## config.mk

```make
export PLATFORM = sky130hd
export DESIGN_NAME = fft_scheduler
export DESIGN_NICKNAME = d
export VERILOG_FILES = /design/src/rtl/fft_pkg.sv /design/src/rtl/fft_wb_delay.sv /design/src/rtl/fft_scheduler.sv
export SDC_FILE = /design/constraint.sdc
export NUM_CORES = 1
export LEC_CHECK = 0
export BUFFER_PORTS_ARGS = -buffer_cell sky130_fd_sc_hd__clkbuf_2
export CAP_MARGIN = 20
export CORE_ASPECT_RATIO = 0.9
export CORE_MARGIN = 5
export CORE_UTILIZATION = 45
export CTS_CLUSTER_DIAMETER = 30
export CTS_CLUSTER_SIZE = 24
export DETAILED_ROUTE_END_ITERATION = 8
export PLACE_DENSITY = 0.71
export SLEW_MARGIN = 20
export SYNTH_ARGS = -nofsm -noshare
export SYNTH_HDL_FRONTEND = slang
export SYNTH_HIERARCHICAL = 1
export SYNTH_SLANG_ARGS = --single-unit
export TNS_END_PERCENT = 100
```

## constraint.sdc

```tcl
create_clock -name CLK -period 1.85 [get_ports CLK]
set_input_delay 0.0925 -clock CLK [delete_from_list [all_inputs] [get_ports CLK]]
set_output_delay 0.0925 -clock CLK [all_outputs]
set_load 0.02 [all_outputs]
```

## src/rtl/fft_pkg.sv

```systemverilog
// fft_pkg: scheduler state encoding and default FFT sizing shared with the datapath.
package fft_pkg;
  typedef enum logic [1:0] {IDLE, ISSUE, DRAIN, FIN} fft_sched_state_t;
  localparam int FFT_LOG2N = 4;
  localparam int FFT_PIPE_DEPTH = 8;
endpackage

```

## src/rtl/fft_wb_delay.sv

```systemverilog
// fft_wb_delay: DEPTH-stage {valid,P,Q} delay line that shifts only when ADV is high.
module fft_wb_delay #(
  parameter int DEPTH = 8,
  parameter int WIDTH = 9
) (
  input  logic             CLK,
  input  logic             RESET_N,
  input  logic             ADV,
  input  logic [WIDTH-1:0] D,
  output logic [WIDTH-1:0] Q
);
  logic [WIDTH-1:0] line [DEPTH];
  always_ff @(posedge CLK or negedge RESET_N)
    if (!RESET_N) begin
      for (int i = 0; i < DEPTH; i++) line[i] <= '0;
    end else if (ADV) begin
      line[0] <= D;
      for (int i = 1; i < DEPTH; i++) line[i] <= line[i-1];
    end
  assign Q = line[DEPTH-1];
endmodule

```

## src/rtl/fft_scheduler.sv

```systemverilog
// fft_scheduler: radix-2 FFT butterfly read/twiddle/write-back sequencer.
// Optional FFT_SCHED_STALL_CNT_EN adds a 16-bit saturating HOLD-while-BUSY counter.
module fft_scheduler
  import fft_pkg::*;
#(
  parameter int LOG2N      = FFT_LOG2N,
  parameter int PIPE_DEPTH = FFT_PIPE_DEPTH
) (
  input  logic                      CLK,
  input  logic                      RESET_N,
  input  logic                      START,
  input  logic                      HOLD,
  output logic                      BUSY,
  output logic                      DONE,
  output logic                      BF_EN,
  output logic                      RD_VALID,
  output logic [LOG2N-1:0]          RD_ADDR_P,
  output logic [LOG2N-1:0]          RD_ADDR_Q,
  output logic [LOG2N-2:0]          TF_ADDR,
  output logic                      WR_VALID,
  output logic [LOG2N-1:0]          WR_ADDR_P,
  output logic [LOG2N-1:0]          WR_ADDR_Q,
  output logic [$clog2(LOG2N)-1:0]  STAGE
`ifdef FFT_SCHED_STALL_CNT_EN
  ,
  output logic [15:0]               STALL_CNT
`endif
);
  localparam int SW = $clog2(LOG2N);
  localparam int CW = $clog2(PIPE_DEPTH + 1);
  localparam logic [LOG2N-2:0] K_LAST = '1;
  localparam logic [LOG2N-1:0] A_ONE = 1;
  localparam logic [SW-1:0] S_LAST = SW'(LOG2N - 1);
  localparam logic [CW-1:0] D_LAST = CW'(PIPE_DEPTH - 1);

  fft_sched_state_t state, nxt;
  logic [SW-1:0] stage;
  logic [LOG2N-2:0] k, tf;
  logic [CW-1:0] dcnt;
  logic busy, issue, k_end, d_end;
  logic [LOG2N-1:0] kw, mask, p, q;
  logic [2*LOG2N:0] wb_q;

  always_ff @(posedge CLK or negedge RESET_N)
    if (!RESET_N) state <= IDLE;
    else state <= nxt;

  assign k_end = k == K_LAST;
  assign d_end = dcnt == D_LAST;

  always_comb
    case (state)
      IDLE:    nxt = START && !HOLD ? ISSUE : IDLE;
      ISSUE:   nxt = !HOLD && k_end ? DRAIN : ISSUE;
      DRAIN:   nxt = HOLD || !d_end ? DRAIN : (stage == S_LAST ? FIN : ISSUE);
      default: nxt = IDLE;
    endcase

  // k wraps to 0 naturally after N/2-1 because it is LOG2N-1 bits wide
  always_ff @(posedge CLK or negedge RESET_N)
    if (!RESET_N) begin
      stage <= '0;
      k <= '0;
      dcnt <= '0;
    end else if (!HOLD) begin
      if (state == ISSUE) k <= k + 1'b1;
      if (state == DRAIN) begin
        dcnt <= d_end ? '0 : dcnt + 1'b1;
        if (d_end) stage <= stage == S_LAST ? '0 : stage + 1'b1;
      end
    end

  // P inserts a zero at bit s of k; Q sets that bit; twiddle index is the low s bits scaled up
  assign kw   = {1'b0, k};
  assign mask = (A_ONE << stage) - 1'b1;
  assign p    = ((kw & ~mask) << 1) | (kw & mask);
  assign q    = p | (A_ONE << stage);
  assign tf   = (k & mask[LOG2N-2:0]) << (S_LAST - stage);

  assign busy  = state == ISSUE || state == DRAIN;
  assign issue = (state == ISSUE) && !HOLD;

  fft_wb_delay #(.DEPTH(PIPE_DEPTH), .WIDTH(2*LOG2N+1)) u_wb (
    .CLK(CLK),
    .RESET_N(RESET_N),
    .ADV(!HOLD),
    .D({issue, p, q}),
    .Q(wb_q)
  );

  always_comb begin
    BUSY      = busy;
    DONE      = state == FIN;
    BF_EN     = busy && !HOLD;
    RD_VALID  = issue;
    RD_ADDR_P = state == ISSUE ? p : '0;
    RD_ADDR_Q = state == ISSUE ? q : '0;
    TF_ADDR   = state == ISSUE ? tf : '0;
    WR_VALID  = wb_q[2*LOG2N] && !HOLD;
    WR_ADDR_P = wb_q[2*LOG2N] ? wb_q[2*LOG2N-1:LOG2N] : '0;
    WR_ADDR_Q = wb_q[2*LOG2N] ? wb_q[LOG2N-1:0] : '0;
    STAGE     = busy ? stage : '0;
  end

`ifdef FFT_SCHED_STALL_CNT_EN
  always_ff @(posedge CLK or negedge RESET_N)
    if (!RESET_N) STALL_CNT <= '0;
    else if (state == IDLE && START) STALL_CNT <= '0;
    else if (busy && HOLD && STALL_CNT != 16'hFFFF) STALL_CNT <= STALL_CNT + 1'b1;
`endif
endmodule

```

==> flow_summary.ini, run 1 <==
[timing]
min_period_ns = 1.884
finalHoldViolCount = 0
max_slew_margin_pct = 62.96
finalClockSkew_ns = 0.005542
slew_violations = 0
tns_ns = -0.03925
setup_viol = 2
rsz0062_at_grt = yes
min_period_over_period_pct = 101.9
setup_ws_ns = -0.03434
tightest_slew_ns = 0.5557
clock.fmax_ghz = 0.5307

[routing]
ant_nets = 0
drt-initial-drc-count = 52
drc_errors = 0
vias = 2001
wl_per_cell_um = 14.95
totalWireLength_um = 6295
drt-pass1-iter-count = 4
via_per_inst = 4.753

[worst_setup_path]
start_kind = register
worstSetupPathType = reg -> out
path_cells = inv_2 > ha_4 > xnor2_2 > nand3_1 > a221oi_2 > buf_4
cp.required_ns = 1.76
critical_path.max_stage_delay_ns = 0.46
arrival_ns = 1.79
critPathCaptureType = output pin
critPathMaxFanout = 6
slowest_stage = dfrtp_2

[placement]
gp_congestion = 0.8254
port_buffers = 29
dp_hpwl_um = 4025

[final_layout]
area_growth_pct = 13.79
antennaDiodeCount = 0
nNetsFinal = 313
layout-drive-gt1-share_pct = 51.66
regArea_mm2 = 0.002078
fill_cells = 716
multi_input_area_mm2 = 0.001729

[floorplan]
io_pins = 30
die_height_um = 99.46
fp.dieW_um = 109.4
dieArea_mm2 = 0.01088
core-area_mm2 = 0.008608
initial_core_util_pct = 46.48
row_count = 32

[clock_tree]
numCtsBuffers = 9
htreeDepth = 3
cts_buffer_depth = 2
clkSinkCount = 83
clk_latency_ns = 0.35
clk_pin_slew_ns = 0.08
cts_tree = built
cts_root_buffer = clkbuf_8

[yosys]
netlist_area_mm2 = 0.004001
yosysSeqAreaShare_pct = 51.91
yosys.area_share.simple_pct = 6.410
yosysMostFrequentCell = dfrtp_1
yosysTopAreaCell = dfrtp_1
synthMuxAreaShare_pct = 28.71
synthTopCellsByCount = 83 x dfrtp_1, 72 x mux2_4, 15 x and2_1
synth_flop_cell = dfrtp_1
synth-edff-count = 0
synth_nets = 274
netlist_instances = 259
synth_area_leaders = dfrtp_1 52%, mux2_4 27%, buf_12 3.5%, ha_1 3.4%, and2_1 2.3%
synthAdderAreaFrac_pct = 3.440
synth_top_cell_area_share_pct = 51.91
yosys_warnings = 6
synthArstFlopShare_pct = 100.0
ys_types = 33
synth_compound_area_share_pct = 1.720
synth_top_family_by_area = multiplexers
synth_xor_area_share_pct = 1.094
ys_ff_latch = 83
synth_area_per_cell_um2 = 15.45

[flow_run]
cap_violations = 0

[pwr]
powerDensity_mw_per_mm2 = 1438
ir_drop_mv = 0.6946
power.leakage_nw = 2.224
finalPower_mw = 6.548

[global_route]
first_global_vias = 2075
grt_pass1_wl_um = 10460
grt_max_degree = 46
grt_use_total_pct = 12.44
antenna_found_initial = 0
gr-total-overflow = 0

[outcome]
violations = negative setup slack
status = complete, but fails checks

[worst_hold_path]
hp-class = in -> reg
## power by group
group / internal, mW / total [mW] / switching (mW)
clock: 0.896 / 1.54 / 0.645
combinational: 1.27 / 2.06 / 0.793
sequential: 2.49 / 2.95 / 0.459
total: 4.65 / 6.55 / 1.90
## per-layer routing
metal / vias to the layer above / GRT usage (%) / share of wire (%)
met5: - / 0 / 0
met4: 0 / 4.027 / 0.64
met3: 6 / 5.321 / 5.4
met2: 50 / 17.27 / 43
met1: 994 / 17.48 / 51
li1: 951 / - / -
## path summary, 6_finish.rpt
kind,start,endpoint,slack [ns],cells past startpoint
min in group asynchronous,RESET_N,u_wb/Q[1]$_DFFE_PN0P_,0.26,2
setup / recovery,stage[0]$_DFFE_PN0P_,TF_ADDR[2],-0.03,6
hold reg to reg,dcnt[2]$_DFFE_PN0P_,dcnt[2]$_DFFE_PN0P_,0.51,1
setup reg to reg,stage[0]$_DFFE_PN0P_,u_wb/line[65]$_DFFE_PN0P_,0.27,7
max in group asynchronous,RESET_N,stage[0]$_DFFE_PN0P_,0.88,3
hold / removal,START,state[0]$_DFF_PN0_,0.17,3
## metrics by stage
stage               worst slack, ns  hold WS [ns]  cells  utilization [%]  cell area [µm²]
CTS                        -0.06280        0.1242    416            52.19             4493
global placement             0.2573        0.1167    396            48.21             4150
finish                     -0.03434        0.1695    421            52.89             4553
detailed placement           0.1492        0.1267    396            48.21             4150
global route                -0.1292        0.1727    421            52.89             4553
floorplan                   0.07150       -0.2031    259                -             4001
## state kept, by name, summed over array words and instances (netlist names)
name       cells
dcnt           4
u_wb/line     63
stage          2
state          2
u_wb/Q         9
k              3
## cells in the final DEF (no fill, tap or decap), types with 2 or more instances in the layout
cell type / synthesis / routed
dfrtp_1: 83 / 82
a21oi_1: 3 / 3
nor2_1: 4 / 4
bufinv_16: 0 / 3
buf_2: 0 / 2
inv_6: 0 / 2
nor2b_1: 2 / 2
inv_2: 0 / 2
clkbuf_8: 0 / 9
ha_4: 0 / 3
clkbuf_2: 1 / 22
buf_4: 9 / 19
ha_1: 11 / 8
mux2_2: 6 / 6
mux2_4: 72 / 72
buf_12: 7 / 2
nand2_1: 5 / 5
nand3b_1: 2 / 2
inv_1: 9 / 6
nand3_1: 3 / 3
xnor2_1: 3 / 2
nand2b_1: 3 / 3
and2b_1: 3 / 3
and2_1: 15 / 14
## worst max-delay path, delay by kind of cell, from the launching register on
| family | cells | cell delay (ns) |
|---|---|---|
| fa+ha+maj | 1 | 0.18 |
| buf+inv | 2 | 0.29 |
| simple gates | 1 | 0.11 |
| flops | 1 | 0.46 |
| xor+xnor | 1 | 0.13 |
| compound gates | 1 | 0.27 |
## cell families (layout without fill, tap and decap cells)
family | count (synthesis) | count (layout)
buffers and inverters | 28 | 71
AO/OA/AOI/OAI | 10 | 10
flip-flops | 83 | 83
multiplexers | 78 | 78
adder cells (fa/ha/maj) | 11 | 11
AND/OR/NAND/NOR | 44 | 44
XOR/XNOR | 5 | 5
## layout make-up
class / count / area share, %
multi-input cells: 148 / 37.98
clock buffers: 9 / 2.721
flip-flops and latches: 83 / 45.64
repair buffers: 47 / 7.117
inverters: 9 / 0.7969
clock inverters: 6 / 2.473
well taps: 119 / 3.270
## repair_timing
action,CTS,global route
pin swaps,4,1
hold buffers,1,0
setup buffers,4,5
gates resized for setup,15,12
endpoints found under the hold margin,43,0
endpoints found under the setup margin,8,7
(Power assumes the default switching activity.)
==> run 2: changes to the inputs <==
GPL_TIMING_DRIVEN = 0   (was default)
==> flow_summary.ini, run 2 (synthesis results as in run 1) <==
[outcome]
status = complete, but fails checks
violations = negative setup slack

[routing]
totalWireLength_um = 6521
ant_nets = 0
drt-pass1-iter-count = 4
via_per_inst = 4.727
wl_per_cell_um = 14.96
drt-initial-drc-count = 65
vias = 2061
drc_errors = 0

[worst_setup_path]
critPathCaptureType = output pin
critPathMaxFanout = 6
arrival_ns = 1.79
worstSetupPathType = reg -> out
start_kind = register
cp.required_ns = 1.76

[placement]
placed_cells = 408
dp_hpwl_um = 4376
gp_congestion = 0.8227
port_buffers = 29

[global_route]
grt_max_degree = 45
grt_pass1_wl_um = 10980
gr-total-overflow = 0
first_global_vias = 2121
antenna_found_initial = 0
grt_use_total_pct = 12.90

[pwr]
powerDensity_mw_per_mm2 = 1396
power.leakage_nw = 2.309
finalPower_mw = 6.624
ir_drop_mv = 0.7571

[flow_run]
cap_violations = 0

[timing]
min_period_over_period_pct = 101.9
tightest_slew_ns = 0.5532
min_period_ns = 1.884
clock.fmax_ghz = 0.5307
finalHoldViolCount = 0
setup_viol = 3
slew_violations = 0
max_slew_margin_pct = 63.12
finalClockSkew_ns = 0.006880
rsz0062_at_grt = yes
setup_ws_ns = -0.03424

[floorplan]
fp.dieW_um = 109.4
dieArea_mm2 = 0.01088
io_pins = 30
row_count = 32
die_height_um = 99.46
initial_core_util_pct = 46.48
core-area_mm2 = 0.008608

[final_layout]
regMostFlops = u_wb/line
layout-drive-gt1-share_pct = 55.21
final_common_cell = dfrtp_1
largest_reg_flops = 63
final_cells = 436
nNetsFinal = 327
mostFrequentLayoutCells = 81 x dfrtp_1, 72 x mux2_4, 21 x clkbuf_2, 21 x buf_4, 13 x and2_1
area_growth_pct = 18.57
antennaDiodeCount = 0

[clock_tree]
cts_root_buffer = clkbuf_8
clk_latency_ns = 0.35
cts_tree = built
htreeDepth = 3
clk_pin_slew_ns = 0.09
cts_buffer_depth = 2
numCtsBuffers = 9
clkSinkCount = 83

[worst_hold_path]
hp-class = in -> reg
## run 2: cell count changes in the layout (fill, tap and decap cells not counted), sizes merged
cell | before | now
buf | 24 | 36
bufinv | 3 | 1
inv | 11 | 13
clkbuf | 31 | 33
clkinvlp | 0 | 2
clkinv | 1 | 0
## run 2: path summary, 6_finish.rpt
kind | start | to | slack (ns) | cells past startpoint
setup / recovery | stage[0]$_DFFE_PN0P_ | RD_ADDR_Q[2] | -0.03 | 7
hold / removal | START | state[0]$_DFF_PN0_ | 0.12 | 3
setup reg to reg | stage[0]$_DFFE_PN0P_ | u_wb/line[65]$_DFFE_PN0P_ | 0.22 | 7
hold reg to reg | dcnt[2]$_DFFE_PN0P_ | dcnt[2]$_DFFE_PN0P_ | 0.51 | 1
max in group asynchronous | RESET_N | stage[0]$_DFFE_PN0P_ | 0.93 | 3
min in group asynchronous | RESET_N | u_wb/Q[2]$_DFFE_PN0P_ | 0.30 | 2
## run 2: final cells by class
type / instances / area (µm²)
Clock buffer: 9 / 123.9
Buffer: 19 / 237.7
Multi-Input combinational cell: 148 / 1745
Timing Repair Buffer: 42 / 290.3
Fill cell: 695 / 3864
Inverter: 9 / 36.28
Sequential cell: 83 / 2079
Clock inverter: 7 / 82.58
Tap cell: 119 / 148.9
## run 2: per-layer routing
layer / up-vias / global-route usage, % / share of wire, %
li1: 978 / - / -
met1: 1036 / 17.60 / 48
met2: 41 / 19.66 / 47
met3: 6 / 4.218 / 4.0
met4: 0 / 3.739 / 1.1
met5: - / 0 / 0
## run 2: report_power, final
group	total (mW)	internal, mW	switching, mW	leakage (nW)
Clock	1.34	0.647	0.691	0.0988
Sequential	2.95	2.49	0.457	0.996
Combinational	2.34	1.47	0.870	1.21
## run 2: critical path: stages (launching register included)
cell	delay, ns
dfrtp_2	0.46
inv_2	0.08
ha_4	0.19
xor2_2	0.15
a22oi_2	0.16
inv_1	0.08
o21a_1	0.17
buf_2	0.15
## run 2: timing repair
item	CTS	global route
pin swaps	1	4
gates resized for setup	19	22
setup buffers	7	4
endpoints found under the setup margin	9	10
endpoints found under the hold margin	39	0
hold buffers	1	0
## run 2: metrics by stage
step | worst slack (ns) | util (%) | TNS (ns) | instance area (µm²) | hold WS, ns
6_report | -0.03424 | 55.12 | -0.07278 | 4745 | 0.1195
5_1_grt | -0.1311 | 55.12 | -0.4893 | 4745 | 0.1055
4_1_cts | 0.002345 | 54.20 | 0 | 4666 | 0.1086
3_5_place_dp | -0.002134 | 50.16 | -0.002134 | 4318 | 0.1485
3_3_place_gp | -0.1480 | 49.90 | -11.95 | 4295 | 0.4727
2_1_floorplan | 0.07150 | - | 0 | 4001 | -0.2031
==> run 3: changes to the inputs <==
BUFFER_PORTS_ARGS = -buffer_cell sky130_fd_sc_hd__buf_4   (was -buffer_cell sky130_fd_sc_hd__clkbuf_2)
CTS_BUF_LIST = sky130_fd_sc_hd__clkbuf_8 sky130_fd_sc_hd__clkbuf_16   (was default)
==> flow_summary.ini, run 3 (synthesis results as in run 1) <==
[outcome]
status = complete, but fails checks
violations = negative setup slack

[worst_hold_path]
hold_end = state[1]$_DFF_PN0_
min-delay-start = HOLD
hp-class = in -> reg
holdPathStages = 3

[flow_run]
cap_violations = 0

[routing]
drc_errors = 0
wl_per_cell_um = 14.61
totalWireLength_um = 6328
drt-initial-drc-count = 58
vias = 2064
drt-pass1-iter-count = 4
via_per_inst = 4.767
ant_nets = 0

[worst_setup_path]
worstSetupPathType = reg -> out
arrival_ns = 1.82
critPathMaxFanout = 6
critPathCaptureType = output pin
reg2reg_slack_ns = 0.12
cp.required_ns = 1.76
reg2reg_to = u_wb/line[69]$_DFFE_PN0P_
start_kind = register
reg2reg_depth = 8
rr_startpoint = stage[0]$_DFFE_PN0P_

[clock_tree]
cts_buffer_depth = 2
clkSinkCount = 83
clk_pin_slew_ns = 0.09
cts_root_buffer = clkbuf_8
clk_latency_ns = 0.35
cts_tree = built
numCtsBuffers = 9
htreeDepth = 3

[pwr]
ir_drop_mv = 0.7796
powerDensity_mw_per_mm2 = 1396
power.leakage_nw = 2.302

[timing]
whs_ns = 0.1230
finalClockSkew_ns = 0.01025
clock.fmax_ghz = 0.5240
max_slew_margin_pct = 51.06
finalHoldViolCount = 0
rsz0062_at_grt = yes
tightest_slew_ns = 0.7340
setup_viol = 3
setup_ws_ns = -0.05848
min_period_over_period_pct = 103.2
slew_violations = 0
min_period_ns = 1.908

[floorplan]
die_height_um = 99.46
initial_core_util_pct = 46.48
row_count = 32
io_pins = 30
core-area_mm2 = 0.008608
dieArea_mm2 = 0.01088
fp.dieW_um = 109.4

[final_layout]
regMostFlops = u_wb/line
fill_cells = 716
largest_reg_flops = 63
final_core_util_pct = 55.28
layout-drive-gt1-share_pct = 54.78
antennaDiodeCount = 0
nNetsFinal = 324
final_common_cell = dfrtp_1
area_growth_pct = 18.92
mostFrequentLayoutCells = 81 x dfrtp_1, 72 x mux2_4, 44 x buf_4

[global_route]
grt_use_total_pct = 12.69
first_global_vias = 2150
grt_max_degree = 84
gr-total-overflow = 0
antenna_found_initial = 0
grt_pass1_wl_um = 10850

[placement]
port_buffers = 29
dp_hpwl_um = 4192
gp_congestion = 0.8071
dp_slack_ns = -0.01873
-- run 3: worst max path at each step --
| stage | start | to | slack [ns] | depth (start not counted) |
|---|---|---|---|---|
| floorplan | stage[0]$_DFFE_PN0P_ | TF_ADDR[2] | 0.07 | 5 |
| global placement | stage[0]$_DFFE_PN0P_ | RD_ADDR_Q[2] | -0.01 | 7 |
| detailed placement | stage[0]$_DFFE_PN0P_ | RD_ADDR_Q[2] | -0.02 | 7 |
| CTS | stage[0]$_DFFE_PN0P_ | RD_ADDR_Q[2] | -0.05 | 7 |
| global route | stage[0]$_DFFE_PN0P_ | TF_ADDR[2] | -0.15 | 6 |
| finish | stage[0]$_DFFE_PN0P_ | RD_ADDR_Q[2] | -0.06 | 7 |
-- run 3: report_power, final --
part | switching [mW] | total, mW | leakage (nW) | internal, mW
clock network | 0.655 | 1.33 | 0.0995 | 0.672
registers | 0.456 | 2.95 | 0.996 | 2.49
logic | 0.859 | 2.37 | 1.21 | 1.51
-- run 3: routing by layer --
metal  part of all wire, %  wire, µm  GRT usage, %  vias up
li1                      -         -             -      977
met1                    50      3153         17.74     1031
met2                    44      2788         18.21       48
met3                   4.9       313         4.802        8
met4                   1.2        73         4.123        0
met5                     0         0             0        -
-- run 3: repair_timing --
| action | in CTS | in global routing |
|---|---|---|
| pin swaps | 4 | 4 |
| endpoints found under the setup margin | 12 | 9 |
| endpoints found under the hold margin | 83 | 0 |
| setup buffers | 9 | 1 |
| resized for setup | 16 | 11 |
| hold buffers | 1 | 0 |
-- run 3: layout make-up --
cell class / instances / area (µm²) / area share, %
flip-flops and latches: 83 / 2079 / 43.70
multi-input cells: 148 / 1737 / 36.50
repair buffers: 39 / 310.3 / 6.521
plain buffers: 19 / 237.7 / 4.996
well taps: 119 / 148.9 / 3.129
clock buffers: 10 / 137.6 / 2.892
clock inverters: 6 / 71.32 / 1.499
inverters: 9 / 36.28 / 0.7626
-- run 3: critical path: stages (launching register included) --
cell     delay, ns
dfrtp_2       0.46
inv_2         0.08
ha_4          0.20
xor2_2        0.15
a22oi_2       0.18
inv_2         0.07
o21a_1        0.20
buf_6         0.13
-- run 3: per-stage QoR --
stage / setup TNS (ns) / power (mW) / cells / cell area (µm²)
CTS: -0.1028 / 6.699 / 433 / 4716
floorplan: 0 / 4.590 / 259 / 4001
finish: -0.1240 / 6.643 / 433 / 4758
global placement: -0.01411 / 5.137 / 407 / 4368
global route: -0.6034 / 7.068 / 433 / 4758
detailed placement: -0.01873 / 5.241 / 407 / 4368
